`config.mk`:
```
export PLATFORM = sky130hd
export DESIGN_NAME = ps2_rx_frame
export DESIGN_NICKNAME = d
export VERILOG_FILES = /design/src/rtl/ps2_rx_frame.sv
export SDC_FILE = /design/constraint.sdc
export NUM_CORES = 1
export LEC_CHECK = 0
export CAP_MARGIN = 40
export CORE_MARGIN = 2
export CORE_UTILIZATION = 49
export DETAILED_ROUTE_END_ITERATION = 8
export PLACE_DENSITY_LB_ADDON = 0.08
export SLEW_MARGIN = 20
export SYNTH_ARGS = -nofsm -noshare
export SYNTH_HDL_FRONTEND = slang
export SYNTH_SLANG_ARGS = --single-unit
```
`constraint.sdc`:
```
create_clock -name clk -period 1.55 [get_ports clk]
set_clock_uncertainty 0.05 [all_clocks]
set_input_delay 0.155 -clock clk [delete_from_list [all_inputs] [get_ports clk]]
set_output_delay 0.155 -clock clk [all_outputs]
set_load 0.05 [all_outputs]
```
`src/rtl/ps2_rx_frame.sv`:
```
// PS/2 device-to-host frame receiver: pad sync, ps2_clk deglitch, 11-bit frame deserialiser.
// Optional frame watchdog enabled by defining PS2_RX_TIMEOUT_EN.
module ps2_rx_frame #(
   parameter int CLK_HZ     = 100_000_000,
   parameter int FILTER_LEN = 8,
   parameter int TIMEOUT_US = 2000
) (
   input  logic       clk,
   input  logic       rstn,
   input  logic       ps2_clk,
   input  logic       ps2_data,
   output logic [7:0] rx_data,
   output logic       rx_valid,
   output logic       rx_err,
   output logic       busy
);

   localparam int         TIMEOUT_CYC = CLK_HZ / 1_000_000 * TIMEOUT_US;
   localparam logic [7:0] FLEN_M1     = 8'(FILTER_LEN - 1);

   if (FILTER_LEN < 2 || FILTER_LEN > 255 || TIMEOUT_CYC < 1) begin : g_param_check
      $error("ps2_rx_frame: FILTER_LEN must be 2..255 and TIMEOUT_CYC at least 1");
   end

   typedef enum logic [1:0] {
      IDLE   = 2'd0,
      DATA   = 2'd1,
      PARITY = 2'd2,
      STOP   = 2'd3
   } state_t;

   // Front end: two-flop synchronisers, clock filter and fall pulse
   logic [1:0] clk_s;
   logic [1:0] data_s;
   logic       filt_clk;
   logic [7:0] filt_cnt;
   logic       fall;
   logic       bit_in;

   assign bit_in = data_s[1];

   always_ff @(posedge clk) begin
      if (!rstn) begin
         clk_s    <= 2'b11;
         data_s   <= 2'b11;
         filt_clk <= 1'b1;
         filt_cnt <= 8'd0;
         fall     <= 1'b0;
      end else begin
         clk_s  <= {clk_s[0], ps2_clk};
         data_s <= {data_s[0], ps2_data};
         fall   <= 1'b0;
         if (clk_s[1] != filt_clk) begin
            if (filt_cnt == FLEN_M1) begin
               filt_clk <= ~filt_clk;
               filt_cnt <= 8'd0;
               // fall lines up with the cycle in which filt_clk reads 0
               fall     <= filt_clk;
            end else begin
               filt_cnt <= filt_cnt + 8'd1;
            end
         end else begin
            filt_cnt <= 8'd0;
         end
      end
   end

   // Frame state machine
   state_t     state, state_nx;
   logic [7:0] sr, sr_nx;
   logic [2:0] cnt, cnt_nx;
   logic       acc, acc_nx;
   logic [7:0] rx_data_nx;
   logic       rx_valid_nx;
   logic       rx_err_nx;
   logic       timeout_hit;

`ifdef PS2_RX_TIMEOUT_EN
   localparam int                TO_W   = $clog2(TIMEOUT_CYC + 1);
   localparam logic [TO_W-1:0]   TO_MAX = TO_W'(TIMEOUT_CYC);
   logic [TO_W-1:0] to_cnt;

   always_ff @(posedge clk) begin
      if (!rstn || fall || state == IDLE) begin
         to_cnt <= '0;
      end else if (to_cnt != TO_MAX) begin
         to_cnt <= to_cnt + 1'b1;
      end
   end

   assign timeout_hit = (to_cnt == TO_MAX) && (state != IDLE);
`else
   assign timeout_hit = 1'b0;
`endif

   always_ff @(posedge clk) begin
      if (!rstn) begin
         state    <= IDLE;
         sr       <= 8'h00;
         cnt      <= 3'd0;
         acc      <= 1'b0;
         rx_data  <= 8'h00;
         rx_valid <= 1'b0;
         rx_err   <= 1'b0;
         busy     <= 1'b0;
      end else begin
         state    <= state_nx;
         sr       <= sr_nx;
         cnt      <= cnt_nx;
         acc      <= acc_nx;
         rx_data  <= rx_data_nx;
         rx_valid <= rx_valid_nx;
         rx_err   <= rx_err_nx;
         busy     <= (state_nx != IDLE);
      end
   end

   always_comb begin
      state_nx    = state;
      sr_nx       = sr;
      cnt_nx      = cnt;
      acc_nx      = acc;
      rx_data_nx  = rx_data;
      rx_valid_nx = 1'b0;
      rx_err_nx   = 1'b0;
      if (fall) begin
         case (state)
            IDLE: begin
               if (!bit_in) begin
                  state_nx = DATA;
                  cnt_nx   = 3'd0;
                  acc_nx   = 1'b0;
               end
            end
            DATA: begin
               sr_nx  = {bit_in, sr[7:1]};
               acc_nx = acc ^ bit_in;
               cnt_nx = cnt + 3'd1;
               if (cnt == 3'd7) begin
                  state_nx = PARITY;
               end
            end
            PARITY: begin
               acc_nx   = acc ^ bit_in;
               state_nx = STOP;
            end
            STOP: begin
               if (bit_in && acc) begin
                  rx_data_nx  = sr;
                  rx_valid_nx = 1'b1;
               end else begin
                  rx_err_nx = 1'b1;
               end
               state_nx = IDLE;
            end
            default: state_nx = IDLE;
         endcase
      end else if (timeout_hit) begin
         // a fall in the same cycle takes priority over the watchdog
         state_nx  = IDLE;
         rx_err_nx = 1'b1;
      end
   end

endmodule

```
==> metrics.txt <==
outcome=finished, final reports clean; final worst slack=between 0.05 and 0.06 ns; grt total ovfl=0; nets=approximately 210; Top FF cell, synth=dfxtp_1; Root Driver=clkbuf_4; max incr delay on CP=between 0.3 and 0.4 ns; die area=approximately 3600 um2; Peak VDD IR=0.530 mV; final wirelength=around 2.8 mm; Die Y=59.7 um; core area=3000 um2; Die X-Extent=59.7 um; Post-Synthesis Cells=170; Setup crit start kind=flip-flop; mux cell area share after synthesis=0%; Post-DP HPWL=1.95 mm; cells along the critical path=inv_1 > ha_2 > a21boi_1 > buf_4 > nand3b_1 > a21oi_1; Sink Count=39; Final min period=1.49 ns; critical path's top delay family=compound AO/OA/AOI/OAI gates; HP Class=in2reg; RSZ-0062 raised after global routing=false; Top Layer Used=met4; DRC Markers=0; share of layout cells above drive strength 1=18.3%; Clk Latency, worst-skew pair=0.33 ns; fraction of registers with async set or reset after synthesis=0%; highest-count cells in the layout ignoring fill and taps=dfxtp_1 (37), nand2_1 (29), a21oi_1 (21); CP Data Required Time=1.77 ns; Cell Rows=20; cell area after synthesis=~1500 um2; CTS tree=done; M1 WL=1.30 mm; P_leak=0.680 nW; cts bufs inserted=5; Max Clk Rate=671 MHz; Area contributors post-synth=dfxtp_1 (51%), nand2_1 (7.1%), a21oi_1 (6.9%); Starting Density=50.7%; IO buf count=14; Yosys cell types=30; Buf/Inv on CP=2; cts hold-fix bufs=0; xor/xnor share of the synthesized area=under 10%; CTS H-tree lvls=2; Final Hold Viols=0; vias=around 1300; Routed Antenna Nets=0; antenna violations before repair=0; Global Route Usage Sum=17.9%; relative slew slack=~77%; DR WL/cell=12.3 um; setup_tns=0 ns; flop2flop setup slack=between 0.05 and 0.06 ns; diode count=0; post-layout util=60.5%; CP Capture Type=flip-flop; first-pass GRT wire length=between 4 and 5 mm; Via density=5.51; Syn. warnings=0; crit path kind=reg2reg; area delta synth->final=19.2%; Setup Slack @ Placement=0.0222 ns; commonest non-fill, non-tap cell in the layout=dfxtp_1; area fraction of the dominant cell type after synthesis=51.3%; largest net degree at the start of global routing=26; simple-gate share of the synthesized area=23.6%; Worst EP arrival=1.72 ns; Max clock buf depth=2; power density cells=839 nW/um2; Initial DRT Pass Iterations=4; I/O pins=15; slew at the pin closest to its max-slew limit=roughly 0.34 ns; Setup-failing EPs final=0; Routability Congestion=0.762; crit-path max FO=5; worst hold margin=0.322 ns; Tcrit/Tclk final=96.2%; Syn Nets=between 150 and 200; Avg Cell Area, Syn=roughly 9 um2; vias in the first global route=1117; Reg clk slew, reported paths=approximately 0.11 ns; met2 wire len=1.37 mm; post-synthesis register bit count=39; fin. max-slew vios=0; Post-synth EDFFs=0; main combinational cell family by area after synthesis=simple AND/OR/NAND/NOR gates; Post-Synth Adder-Cell Area=6.57%; max-cap viol count=0; cell taking the most area after synthesis=dfxtp_1; post-route non-filler standard cell count=230; placed insts=about 220; routed wl met3=between 80 and 90 um; Compound-Gate Fraction of Synth Area=between 10 and 15%; Iteration-0 DRC Markers=31; slowest cell on the critical path=dfxtp_4; sequential area share after synthesis=51.3%
[cells in the mapped netlist (2+ instances only)]
cell	count
nand2b_1	5
nand2_1	29
xor2_1	3
nand3_1	15
nor2_1	8
a211oi_1	3
nand3b_1	2
nor3_1	4
ha_1	8
a21oi_1	21
inv_1	3
clkbuf_1	4
or3_1	3
o21ai_0	8
dfxtp_1	39
[metrics by stage]
step	instance area [um2]	total power, mW
2_1_floorplan	1520	1.05
3_3_place_gp	1720	1.07
3_5_place_dp	1720	1.07
4_1_cts	1770	1.54
5_1_grt	1820	1.60
6_report	1820	1.52
[per-layer routing]
metal | global-route usage [%] | vias up
met3 | 5.19 | 7
met5 | 0 | -
met4 | 10.8 | 0
met1 | 21.6 | 595
met2 | 28.1 | 20
li1 | - | 646
[state kept, by name, summed over array words and instances, names as in the netlist, 2 cells and up]
name,cells
filt_cnt,8
rx_data,8
clk_s,2
data_s,2
sr,8
state,2
cnt,3
[worst register-to-register path, cell delays in order, from the launching register on]
cell	delay (ns)
dfxtp_4	0.39
inv_1	0.06
ha_2	0.21
a21boi_1	0.30
buf_4	0.20
nand3b_1	0.09
a21oi_1	0.13
[final timing paths]
| check | start | endpoint | cells past startpoint |
|---|---|---|---|
| worst max-delay path | state[0]$_SDFF_PN0_ | cnt[0]$_SDFFE_PN0P_ | 6 |
| worst min-delay path | ps2_data | data_s[0]$_SDFF_PN1_ | 2 |
| worst max register to register | state[0]$_SDFF_PN0_ | cnt[0]$_SDFFE_PN0P_ | 6 |
| worst min register to register | data_s[0]$_SDFF_PN1_ | data_s[1]$_SDFF_PN1_ | 1 |
[layout make-up]
class,count,area [um2]
Timing Repair Buffer,24,204
Inverter,4,15.0
Tap cell,33,41.3
Fill cell,287,1190
Sequential cell,39,786
Clock inverter,1,5.00
Clock buffer,7,45.0
Multi-Input combinational cell,122,719
[cell families (layout without fill, tap and decap cells)]
| logic type | Yosys count | after routing |
|---|---|---|
| buf+inv | 9 | 36 |
| simple gates | 73 | 73 |
| flops | 39 | 39 |
| xor+xnor | 4 | 4 |
| compound gates | 37 | 37 |
| fa+ha+maj | 8 | 8 |
[timing repair]
item	in CTS	in global routing
pin swaps	0	1
endpoints found under the setup margin	1	7
resized for setup	1	6
setup buffers	0	3
gates cloned	0	0
[power by group]
part / switching, mW / total, mW / internal, mW
logic: 0.0172 / 0.0332 / 0.0160
registers: 0.00302 / 1.01 / 1.01
clock network: 0.305 / 0.482 / 0.177
total: 0.325 / 1.52 / 1.20
Note: power is estimated with default switching activity, not from simulation.
